$ cat src/rtl/hazard_ctrl.sv
// rtl/hazard_ctrl.sv - pipeline stall/flush sequencer with data-memory watchdog
// Optional performance counters: HAZARD_PERF_CNT_EN
module hazard_ctrl #(
    parameter int MEM_TIMEOUT = 255,
    parameter int CNT_W       = 32
) (
    input  logic             clk_i,
    input  logic             rst_ni,
    input  logic             load_use_stall_ai,
    input  logic             branch_taken_i,
    input  logic             imem_ready_i,
    input  logic             dmem_req_i,
    input  logic             dmem_ready_i,
    input  logic             mdu_start_i,
    input  logic             mdu_done_i,
    output logic             if_stall_o,
    output logic             id_stall_o,
    output logic             ex_stall_o,
    output logic             mem_stall_o,
    output logic             id_flush_o,
    output logic             ex_flush_o,
    output logic             mem_flush_o,
    output logic             wb_flush_o,
    output logic [1:0]       state_o,
    output logic             mem_timeout_o,
    output logic [CNT_W-1:0] stall_cnt_o,
    output logic [CNT_W-1:0] redir_cnt_o
);

    typedef enum logic [1:0] {
        ST_RUN      = 2'd0,
        ST_MEM_WAIT = 2'd1,
        ST_MULTI    = 2'd2,
        ST_REDIR    = 2'd3
    } state_e;

    localparam logic [15:0] TMO = 16'(MEM_TIMEOUT);

    state_e      state_q, state_d;
    logic [15:0] wait_cnt_q, wait_cnt_d;
    logic        mem_timeout_q, mem_timeout_d;
    logic        p1_wait, p2_mdu, redir_taken;
    // stall bits: {mem, ex, id, if}; flush bits: {wb, mem, ex, id}
    logic [3:0]  stall, flush_raw;

    always_comb begin
        p1_wait     = dmem_req_i && !dmem_ready_i;
        p2_mdu      = (mdu_start_i || state_q == ST_MULTI) && !mdu_done_i;
        redir_taken = 1'b0;
        stall       = 4'b0000;
        flush_raw   = 4'b0000;
        state_d     = ST_RUN;

        if (p1_wait) begin
            stall     = 4'b1111;
            flush_raw = 4'b1000;
            state_d   = (state_q == ST_REDIR) ? ST_REDIR : ST_MEM_WAIT;
        end else if (p2_mdu) begin
            stall     = 4'b0111;
            flush_raw = 4'b0100;
            state_d   = ST_MULTI;
        end else if (branch_taken_i) begin
            flush_raw   = 4'b0011;
            redir_taken = 1'b1;
            state_d     = imem_ready_i ? ST_RUN : ST_REDIR;
        end else if (load_use_stall_ai) begin
            stall     = 4'b0011;
            flush_raw = 4'b0010;
        end else if (!imem_ready_i) begin
            stall     = 4'b0001;
            flush_raw = 4'b0001;
        end

        // A stale fetch is outstanding: whatever arrives in IF-ID must be dropped.
        if (state_q == ST_REDIR && !p1_wait) begin
            flush_raw[0] = 1'b1;
            if (!p2_mdu && !branch_taken_i) begin
                stall[0] = stall[0] | !imem_ready_i;
                state_d  = imem_ready_i ? ST_RUN : ST_REDIR;
            end
        end

        if (!rst_ni) begin
            stall       = 4'b0000;
            flush_raw   = 4'b1111;
            redir_taken = 1'b0;
        end

        wait_cnt_d    = p1_wait ? ((wait_cnt_q == TMO) ? wait_cnt_q : wait_cnt_q + 16'd1) : 16'd0;
        mem_timeout_d = mem_timeout_q | (wait_cnt_d == TMO);
    end

    always_ff @(posedge clk_i) begin
        if (!rst_ni) begin
            state_q       <= ST_RUN;
            wait_cnt_q    <= 16'd0;
            mem_timeout_q <= 1'b0;
        end else begin
            state_q       <= state_d;
            wait_cnt_q    <= wait_cnt_d;
            mem_timeout_q <= mem_timeout_d;
        end
    end

    assign {mem_stall_o, ex_stall_o, id_stall_o, if_stall_o} = stall;
    // A stalled register keeps its contents even if a bubble was also requested.
    assign id_flush_o    = flush_raw[0] && !stall[1];
    assign ex_flush_o    = flush_raw[1] && !stall[2];
    assign mem_flush_o   = flush_raw[2] && !stall[3];
    assign wb_flush_o    = flush_raw[3];
    assign state_o       = 2'(state_q);
    assign mem_timeout_o = mem_timeout_q;

`ifdef HAZARD_PERF_CNT_EN
    logic [CNT_W-1:0] stall_cnt_q, stall_cnt_d;
    logic [CNT_W-1:0] redir_cnt_q, redir_cnt_d;

    always_comb begin
        stall_cnt_d = stall_cnt_q + CNT_W'(stall[0]);
        redir_cnt_d = redir_cnt_q + CNT_W'(redir_taken);
    end

    always_ff @(posedge clk_i) begin
        if (!rst_ni) begin
            stall_cnt_q <= '0;
            redir_cnt_q <= '0;
        end else begin
            stall_cnt_q <= stall_cnt_d;
            redir_cnt_q <= redir_cnt_d;
        end
    end

    assign stall_cnt_o = stall_cnt_q;
    assign redir_cnt_o = redir_cnt_q;
`else
    logic unused_perf;
    assign unused_perf = redir_taken;
    assign stall_cnt_o = '0;
    assign redir_cnt_o = '0;
`endif

endmodule

$ cat config.mk
export PLATFORM = sky130hd
export DESIGN_NAME = hazard_ctrl
export DESIGN_NICKNAME = d
export VERILOG_FILES = /design/src/rtl/hazard_ctrl.sv
export SDC_FILE = /design/constraint.sdc
export NUM_CORES = 1
export LEC_CHECK = 0
export CAP_MARGIN = 20
export CORE_ASPECT_RATIO = 1.1
export CORE_MARGIN = 4
export CORE_UTILIZATION = 36
export DETAILED_ROUTE_END_ITERATION = 16
export GPL_ROUTABILITY_DRIVEN = 0
export PLACE_DENSITY = 0.77
export SLEW_MARGIN = 20
export SYNTH_ARGS = -nofsm -noshare
export SYNTH_HDL_FRONTEND = slang
export SYNTH_SLANG_ARGS = --single-unit
$ cat constraint.sdc
create_clock -name clk_i -period 1.77 [get_ports clk_i]
set_input_delay 0.354 -clock clk_i [delete_from_list [all_inputs] [get_ports clk_i]]
set_output_delay 0.354 -clock clk_i [all_outputs]
set_load 0.01 [all_outputs]
======== After elaboration in Yosys (flattened, before gate mapping) ========
Cells that the tools add are included.
word-level totals
  register bits after elaboration ......... 19
  latch bits .............................. 0
  RAM bits ................................ 0
  ROM bits ................................ 0
  bits of input ports ..................... 9
  output and inout port bits .............. 75
  word-level logic and storage cells ...... 50
  memories ................................ 0
operators by class
  $add $sub $neg .......................... 1
  multipliers ............................. 0
  divide/modulo/power cells ............... 0
  order comparisons ....................... 0
  equality and inequality tests ........... 4
  shift operators ......................... 0
  multiplexer cells ....................... 23
  bitwise logic cells ..................... 2
  reduce and logical (&&, ||, !) cells .... 17
operator list
  cell                   number
  $eq 16x8->1 const B    2
  $mux 16                2
  $mux 2                 11
  $add 16x1->16 const B  1
  $mux 4                 4
  $logic_not 1->1        9
  $logic_and 1x1->1      7
  $mux 3                 2
  $eq 2x2->1 const B     2
  $mux 1                 4
  $or 1x1->1             2
  $logic_or 1x1->1       1

======== Longest topological paths before layout ========
Gate-level depths: netlist of run 1.
  depth after elaboration ................. 11
  depth in mapped cells ................... 7
  depth with buffers taken out ............ 7

======== Least setup slack after synthesis of run 1 ========
No wires, ideal clock.
  path type ............................... register -> register
  start ................................... register wait_cnt_q[0]
  end ..................................... register mem_timeout_q (netlist: mem_timeout_o)
  setup time .............................. 0.084 ns
  arrival ................................. 1.761 ns
  slack ................................... -0.076 ns
  cell stages (with the launch flop) ...... 8
  buffers on the path ..................... 0
  period minus slack after synthesis ...... 1.846 ns
  cell sequence ........................... dfxtp_1 -> ha_1 -> and4_4 -> nand4_4 -> nand4_1 -> xor2_1 -> a311o_1 -> o31ai_2
between the ends
  word-level cells in the longest chain between the ends .. 5
  elaborated cells on any way between the ends .. 6
ends and longest elaborated chain
  item                                          RTL line  source
  start: declaration                            40        logic [15:0] wait_cnt_q, wait_cnt_d;
  start signal: assignment                      100       wait_cnt_q <= wait_cnt_d;
  $add 16x1->16 or $eq 16x8->1 (tied branches)  89        wait_cnt_d = p1_wait ? ((wait_cnt_q == TMO) ? wait_cnt_q : wait_cnt_q + 16'd1) : 16'd0;
  $mux 16 (*) (2 in series)                     89
  $eq 16x8->1 (*)                               90        mem_timeout_d = mem_timeout_q | (wait_cnt_d == TMO);
  $or 1x1->1 (*)                                90
  end signal: assignment                        101       mem_timeout_q <= mem_timeout_d;
  end: declaration                              41        logic mem_timeout_q, mem_timeout_d;
Mark *: on every way between the ends. The rest lies on a longest branch, timed or not.
A chain may end at the register's enable or synchronous reset.

======== Worst setup path after layout of run 1 ========
  start ................................... register wait_cnt_q[12]
  end ..................................... register mem_timeout_q (netlist: mem_timeout_o)
The elaborated chain is that of the path after synthesis.

==> flow_metrics.py, run 1 <==
metrics = {
    "logic_synthesis": {
        "synth_cell_type_count": 41,
        "synth_fa_ha_area_share_pct": 0.783,
        "synth-simple-area-share_pct": 23.1,
        "ys_ff_latch": 19,
        "netlist_area_mm2": 0.00160,
        "yosys_warnings": 0,
        "synth_compound_area_share_pct": 11.8,
        "synth_top_family_by_area": "buffers and inverters",
        "synthCells": 196,
        "seq_area_frac_synth_pct": 23.8,
        "synth_mux_area_share_pct": 1.25,
        "syn_avg_cell_area_um2": 8.15,
        "synth_xor_area_share_pct": 6.58,
    },
    "final_layout": {
        "layout.cells.most_common": "conb_1",
        "multiInputGateArea_um2": 996,
        "stdcell_count": 302,
        "utilization_pct": 44.9,
        "final_cell_mix": "conb_1, buf_4, nor2_1",
        "drive_gt1_share_pct": 28.6,
        "antennaDiodeCount": 0,
        "syn_to_final_growth_pct": 20.5,
        "fill_cells": 433,
        "final_nets": 259,
        "seqCellArea_um2": 395,
    },
    "setup_path": {
        "cp-start-kind": "flop",
        "crit_path_end": "mem_timeout_o$_SDFF_PN0_",
        "startpoint": "wait_cnt_q[12]$_SDFF_PN0_",
        "critPathMaxFanout": 5,
        "rrSetupSlack_ps": 40,
        "r2r-end": "mem_timeout_o$_SDFF_PN0_",
        "criticalPathCategory": "reg2reg",
        "r2r_start": "wait_cnt_q[12]$_SDFF_PN0_",
        "worstPathArrival_ps": 1910,
        "reg2regPathDepth": 7,
        "required_ps": 1950,
        "endpoint_kind": "flop",
    },
    "clock_tree": {
        "root_buffer": "clkbuf_8",
        "cts_max_level": 1,
        "cts.clk_slew.worst_paths_ps": 70,
        "cts_buffer_depth": 2,
        "cts_tree": "done",
        "cts_made_buffers": 3,
        "clock_latency_ps": 260,
        "numClockSinks": 19,
    },
    "routing": {
        "vias": 1272,
        "drt_iter0_drc": 35,
        "drtPass1Iterations": 4,
        "drc": 0,
        "vias_per_cell": 4.21,
        "ant_nets": 0,
        "wirelength_mm": 3.36,
        "wire_per_inst_um": 11.1,
    },
    "global_route": {
        "first_global_vias": 1203,
        "met2_usage_pct": 20.4,
        "grt_usage_pct": 11.5,
        "gr-max-usage-layer": "met2",
        "use_met3_pct": 1.94,
        "grt_start_max_net_pins": 12,
        "grt_pass1_wl_mm": 5.22,
        "antenna_found_initial": 0,
        "gr-usage-met1_pct": 13.5,
        "grt-ovfl-total": 0,
    },
    "floorplanning": {
        "die-area_mm2": 0.00557,
        "rows": 25,
        "core_mm2": 0.00429,
        "boundaryPins": 84,
        "die_x_um": 71.5,
        "die_h_um": 77.9,
        "start_util_pct": 37.3,
    },
    "timing": {
        "layout_setup_ws_ps": 44.9,
        "hold_viol_final": 0,
        "slew_violations": 0,
        "fmax_mhz": 580,
        "fin_worst_skew_ps": 3.53,
        "layout_min_cycle_time_ps": 1730,
        "setup_viol": 0,
        "period_share_pct": 97.5,
        "rsz0062_at_grt": "yes",
    },
    "placed_design": {
        "numPortBuffers": 19,
        "dp_hpwl_mm": 2.65,
        "place_inst": 293,
        "place_ws_ps": -418,
    },
    "min_path": {
        "worstHoldStart": "mem_timeout_o$_SDFF_PN0_",
        "min_path_type": "reg2reg",
    },
    "status": {
        "run_status": "completed",
    },
    "pwr": {
        "pwr_density_cell_mw_per_mm2": 489,
        "max-vdd-ir-drop_mv": 0.247,
        "p_leak_uw": 0.000915,
    },
    "flow_run": {
        "cap_violations": 0,
    },
}
routing by layer:
layer / part of all wire (%) / routed length [um] / vias up
met5: 0 / 0 / -
met4: 1.4 / 46 / 0
met3: 9.4 / 315 / 3
met2: 48 / 1600 / 65
met1: 41 / 1390 / 567
li1: - / - / 637
worst max-delay path: stages, from the launching register on:
cell and delay (ps):
dfxtp_2 360, nor4_4 350, nand4_4 140, buf_4 160, o21ai_2 110, o2111a_1 220
nand3_1 100, o31ai_2 200
metrics by stage:
stage / area, um2 / TNS, ps / total power [uW] / hold WS (ps)
after floorplan: 1840 / 0 / 656 / 485
after global placement: 1800 / -3090 / 633 / 448
after detailed placement: 1800 / -3250 / 634 / 452
after CTS: 1880 / 0 / 951 / 470
after global routing: 1930 / -62.7 / 990 / 511
final: 1930 / 0 / 942 / 465
synthesized netlist by cell type, drive strengths merged:
cell type	number	area [um2]
o21bai	1	7.51
o31ai	2	20.0
xnor2	6	52.6
buf	66	503
o211ai	1	7.51
nor3	4	25.0
nand3b	1	7.51
and3	5	33.8
nand4	3	33.8
ha	1	12.5
a31oi	3	18.8
and2	3	18.8
and2b	1	7.51
nor4	2	42.5
conb	1	3.75
a211oi	1	7.51
nand2b	1	6.26
nand3	9	45.0
nor2b	2	12.5
inv	2	7.51
o21a	3	22.5
a21oi	7	35.0
o21ba	1	10.0
a311o	1	10.0
o2111a	1	11.3
clkbuf	2	7.51
nand2	13	48.8
xor2	6	52.6
nor3b	1	7.51
nor2	16	60.1
and4	2	20.0
o21ai	7	38.8
mux2i	2	20.0
dfxtp	19	380
worst min-delay path by stage:
stage / to / slack (ps) / cells past startpoint
floorplan: wait_cnt_q[1]$_SDFF_PN0_ / 490 / 2
global placement: mem_timeout_o$_SDFF_PN0_ / 450 / 2
global route: mem_timeout_o$_SDFF_PN0_ / 510 / 2
CTS: mem_timeout_o$_SDFF_PN0_ / 470 / 2
finish: mem_timeout_o$_SDFF_PN0_ / 470 / 2
detailed placement: mem_timeout_o$_SDFF_PN0_ / 450 / 2
report_power, final:
group / switching [uW] / internal [uW] / leakage (uW)
sequential: 4.41 / 430 / 0.000158
combinational: 122 / 76.7 / 0.000731
clock: 153 / 157 / 0.0000255
total: 279 / 664 / 0.000915
layout make-up:
type | instances | area share [%]
repair buffers | 53 | 21.4
well taps | 54 | 3.51
multi-input cells | 170 | 51.7
clock buffers | 3 | 2.14
inverters | 2 | 0.390
flip-flops and latches | 19 | 20.5
clock inverters | 1 | 0.260
what timing repair did:
action / CTS / global route
endpoints found under the setup margin: 9 / 7
cloned: 0 / 0
setup buffers: 3 / 2
pin swaps: 4 / 5
hold buffers: 0 / 0
gates resized for setup: 40 / 15
hold endpoints to repair: 0 / 0
sequential cells by signal, summed over array words and instances, names as in the netlist:
name	cells
mem_timeout_o	1
state_o	2
wait_cnt_q	16
kinds of logic (layout without fill, tap and decap cells):
| group | Yosys count | in the layout |
|---|---|---|
| buffers and inverters | 70 | 59 |
| and+or+nand+nor | 63 | 63 |
| AOI/OAI and AO/OA | 28 | 28 |
| DFF | 19 | 19 |
| xor gates and xnor gates | 12 | 12 |
| muxes | 2 | 2 |
| adders and majority gates | 1 | 1 |
| other | 1 | 64 |
Power figures use the tool's default switching activity.
==> run 2: changes to the inputs <==
Settings changed: ABC_CLOCK_PERIOD_IN_PS from default to 1770.
==> results of run 2 <==
The final DEF is identical to that of run 1; final timing and power are the same.
==> run 3: changes to the inputs <==
Settings changed: CORE_UTILIZATION 36 to 30, PLACE_DENSITY 0.77 to 0.66.
==> run 3 against run 2 <==
Core utilization fell by 5.9 points. Sequential cell count did not move. Combinational power barely moved. Via count rose by 4.2%. Clock power decreased by 5%. Global-route usage decreased by 1.8 points. Routed wire length increased by 1.5%. Non-clock buffer count rose by 3. First-iteration DRC count shrank 26%. Total power shrank 1.5%. Highest routed layer unchanged.
==> flow_metrics.py, run 3 (synthesis results as in run 1) <==
metrics = {
    "setup_path": {
        "required_ps": 1940,
        "rrSetupSlack_ps": 30,
        "r2r_start": "wait_cnt_q[12]$_SDFF_PN0_",
        "critPathMaxFanout": 5,
        "worstPathArrival_ps": 1910,
        "reg2regPathDepth": 7,
        "cp-start-kind": "flop",
        "criticalPathCategory": "reg2reg",
        "endpoint_kind": "flop",
        "r2r-end": "mem_timeout_o$_SDFF_PN0_",
    },
    "floorplanning": {
        "die-area_mm2": 0.00656,
        "die_x_um": 77.6,
        "core_mm2": 0.00507,
        "boundaryPins": 84,
        "start_util_pct": 31.5,
        "rows": 27,
        "die_h_um": 84.5,
    },
    "global_route": {
        "grt-ovfl-total": 0,
        "first_global_vias": 1179,
        "antenna_found_initial": 0,
        "grt_pass1_wl_mm": 5.26,
        "grt_usage_pct": 9.70,
        "grt_start_max_net_pins": 11,
    },
    "pwr": {
        "p_leak_uw": 0.000946,
        "max-vdd-ir-drop_mv": 0.191,
        "pwr_density_cell_mw_per_mm2": 469,
        "finalPower_uw": 928,
    },
    "placed_design": {
        "numPortBuffers": 19,
        "place_inst": 300,
        "dp_hpwl_mm": 2.70,
        "post_dp_cell_area_mm2": 0.00183,
    },
    "routing": {
        "drtPass1Iterations": 4,
        "drt_iter0_drc": 26,
        "vias_per_cell": 4.29,
        "vias": 1325,
        "ant_nets": 0,
        "wire_per_inst_um": 11.0,
        "drc": 0,
        "wirelength_mm": 3.40,
    },
    "clock_tree": {
        "cts_max_level": 1,
        "clock_latency_ps": 250,
        "cts_buffer_depth": 2,
        "numClockSinks": 19,
        "cts.clk_slew.worst_paths_ps": 70,
        "root_buffer": "clkbuf_8",
        "cts_made_buffers": 3,
        "cts_tree": "done",
    },
    "timing": {
        "fmax_mhz": 575,
        "slew_violations": 0,
        "rsz0062_at_grt": "yes",
        "fin_worst_skew_ps": 1.55,
        "layout_min_cycle_time_ps": 1740,
        "hold_viol_final": 0,
        "setup_tns_ps": 0,
        "period_share_pct": 98.2,
        "setup_viol": 0,
    },
    "final_layout": {
        "multiInputGateArea_mm2": 0.00102,
        "seqCellArea_um2": 393,
        "design_area_mm2": 0.00198,
        "stdcell_count": 309,
        "top_register": "wait_cnt_q",
        "syn_to_final_growth_pct": 23.8,
        "fill_cells": 516,
        "largest_reg_flops": 16,
        "final_nets": 262,
        "layout.cells.most_common": "conb_1",
        "drive_gt1_share_pct": 29.9,
        "utilization_pct": 39.0,
        "final_cell_mix": "conb_1, buf_4, nor2_1",
        "antennaDiodeCount": 0,
    },
    "min_path": {
        "holdPathEnd": "mem_timeout_o$_SDFF_PN0_",
        "min_path_type": "reg2reg",
        "worstHoldStart": "mem_timeout_o$_SDFF_PN0_",
        "hold_depth": 2,
    },
    "status": {
        "run_status": "completed",
    },
    "flow_run": {
        "cap_violations": 0,
    },
}
==> run 3: through the flow <==
stage | hold slack (ps) | setup slack [ps]
2_1_floorplan | 485 | 2.54
3_3_place_gp | 452 | -397
3_5_place_dp | 466 | -462
4_1_cts | 485 | 4.26
5_1_grt | 494 | -39.7
6_report | 480 | 32.2
==> run 3: timing repair <==
item,CTS,global route
setup endpoints to repair,9,5
gates cloned,0,0
buffers inserted,3,2
hold buffers,0,0
resized for setup,41,14
pin swaps,7,4
==> run 3: report_power, final <==
group          internal (uW)  switching (uW)
logic                   76.3             122
registers                432            3.87
clock network            160             135
total                    668             261
==> run 3: critical path, stage by stage, from the launching register on <==
cell and delay [ps]:
dfxtp_2 360, nor4_4 360, nand4_4 130, buf_4 150, o21ai_2 100, o2111a_1 250, nand3_2 100, o31ai_2 210
==> run 3: metal layers <==
layer	share of wire (%)	up-vias	track usage (%)
li1	-	647	-
met1	40	587	11.3
met2	48	87	17.2
met3	11	4	2.58
met4	0.59	0	2.91
met5	0	-	0
==> run 3: how the worst max path moves through the flow <==
stage / start / cells after the start / to / slack [ps]
3_5_place_dp: mdu_start_i / 5 / id_flush_o / -460
2_1_floorplan: wait_cnt_q[10]$_SDFF_PN0_ / 7 / mem_timeout_o$_SDFF_PN0_ / 3
3_3_place_gp: mdu_start_i / 5 / id_flush_o / -400
5_1_grt: wait_cnt_q[12]$_SDFF_PN0_ / 7 / mem_timeout_o$_SDFF_PN0_ / -40
6_report: wait_cnt_q[12]$_SDFF_PN0_ / 7 / mem_timeout_o$_SDFF_PN0_ / 30
4_1_cts: wait_cnt_q[1]$_SDFF_PN0_ / 8 / mem_timeout_o$_SDFF_PN0_ / 4
==> run 3: final cells by class <==
type / count / share of cell area (%)
Multi-Input combinational cell: 170 / 51.4
Timing Repair Buffer: 56 / 22.5
Sequential cell: 19 / 19.9
Tap cell: 58 / 3.67
Clock buffer: 4 / 2.28
Inverter: 2 / 0.380
==> variant (settings of run 3) <==
Add a define of `HAZARD_PERF_CNT_EN`.
--- a/src/rtl/hazard_ctrl.sv
+++ b/src/rtl/hazard_ctrl.sv
@@ -1,5 +1,7 @@
 // rtl/hazard_ctrl.sv - pipeline stall/flush sequencer with data-memory watchdog
 // Optional performance counters: HAZARD_PERF_CNT_EN
+`define HAZARD_PERF_CNT_EN
+
 module hazard_ctrl #(
     parameter int MEM_TIMEOUT = 255,
     parameter int CNT_W       = 32
Formal check against the unedited RTL: not equivalent (a bounded check fails within 4 cycles, from zero or initial values and one cycle with rst_ni low).
==> variant against run 3 <==
- the flow now finishes with violations (setup timing)
- clock power grew to 6.3 times the old value
- total power grew to 4.3 times the old value
- sequential share of layout area grew 4.1 points
- area after synthesis grew to 2.7 times the old value
- clock skew grew 0.0050 ns
- routed wire length grew to 3.6 times the old value
- global-route usage grew 5.0 points
- setup slack lost 0.50 ns
- final area grew to 3.5 times the old value
- sequential cell count grew 64
- via count grew to 3.1 times the old value
- fmax shrank 22%
- critical path type unchanged
- critical endpoint is now stall_cnt_o[18]$_SDFF_PN0_
==> variant: results (changes against run 3) <==
* Final WL at 12200 µm (was 3400 µm)
* Cell Area, Placed at 6120 µm² (was 1830 µm²)
* Most frequent cells after synthesis: dfxtp_1 (83), and2_1 (51), nand2_1 (36), xor2_1 (33), nand3_1 (25) (was buf_4 (64), dfxtp_1 (19), nor2_1 (16), nand2_1 (13), nand3_1 (9))
* Violated checks: setup timing
* Setup WS post-layout at -0.465 ns (was 0.0322 ns)
* Post-Place Cells at 801 (was 300)
* Pin count of the biggest net entering global routing at 56 (was 11)
* Worst VDD drop at 0.384 mV (was 0.191 mV)
* Reg2reg path depth at 13 (was 7)
* Signal buffers at 183 (was 56)
* # clk buffers at 11 (was 4)
* Metal3 WL at 672 µm (was 370 µm)
* Share of cells above drive strength 1 at 34.1% (was 29.9%)
* CP Capture Point: stall_cnt_o[18]$_SDFF_PN0_ (was mem_timeout_o$_SDFF_PN0_)
* CTS root buffer: clkbuf_16 (was clkbuf_8)
* Port-buffer cells at 83 (was 19)
* Vias per cell at 4.82 (was 4.29)
* Iter 0 DRT Violations at 197 (was 26)
* Share of the yosys chip area belonging to registers at 38.0% (was 23.8%)
* Crit Path Max Fanout at 8 (was 5)
* Outcome: complete, but fails checks (was finished, final reports clean)
* Total negative slack at -18.10 ns (was 0 ns)
* Crit path arrival time at 2.47 ns (was 1.91 ns)
* DR WL met2 at 6160 µm (was 1640 µm)
* Sequential cell area share at 24.0% (was 19.9%)
* Slowest stage delay, CP at 0.32 ns (was 0.36 ns)
* Vias in the first global route at 3995 (was 1179)
* FF+latch count, synth at 83 (was 19)
* Pint at 3100 µW (was 668 µW)
* Clk_lat worst skew at 0.34 ns (was 0.25 ns)
* M1 GR Usage at 17.9% (was 11.3%)
* Combinational power share at 6.4% (was 21.3%)
* Seq. pwr at 1890 µW (was 436 µW)
* Max H-tree Level at 3 (was 1)
* Multi-In Gates at 359 (was 170)
* Filler cell count at 1237 (was 516)
* # setup viols final at 62 (was 0)
* Reg2reg end: stall_cnt_o[18]$_SDFF_PN0_ (was mem_timeout_o$_SDFF_PN0_)
* Synthesized area per cell at 9.12 µm² (was 8.15 µm²)
* Dpl ws at -1.08 ns (was -0.462 ns)
* GR Layer Usage met3 at 4.11% (was 2.58%)
* Nets at 666 (was 262)
* R2r startpoint: state_o[1]$_SDFF_PN0_ (was wait_cnt_q[12]$_SDFF_PN0_)
* Well Taps at 188 (was 58)
* GR Util met2 at 24.7% (was 17.2%)
* Cts bufs inserted at 9 (was 3)
==> variant: repair_timing <==
action | 4_1_cts | 5_1_grt
pin swaps | 40 | 31
setup endpoints to repair | 78 | 70
buffers inserted | 20 | 13
resized for setup | 96 | 49
gates cloned | 1 | 0
hold buffers | 0 | 0
endpoints found under the hold margin | 0 | 0
==> variant: cells by family after synthesis <==
logic type,Yosys count,synth area share (%)
mux,8,1.83
flops,83,38.0
xor+xnor,57,11.4
simple gates,235,35.4
buf+inv,38,4.01
fa+ha+maj,5,1.43
compound gates,53,7.85
==> variant: critical path, delay by kind of cell, from the launching register on <==
family                     cells  cell delay [ns]
xor gates and xnor gates       1             0.16
buffers and inverters          2             0.28
adders and majority gates      2             0.32
AOI/OAI and AO/OA              2             0.34
DFF                            1             0.32
and+or+nand+nor                6             0.71
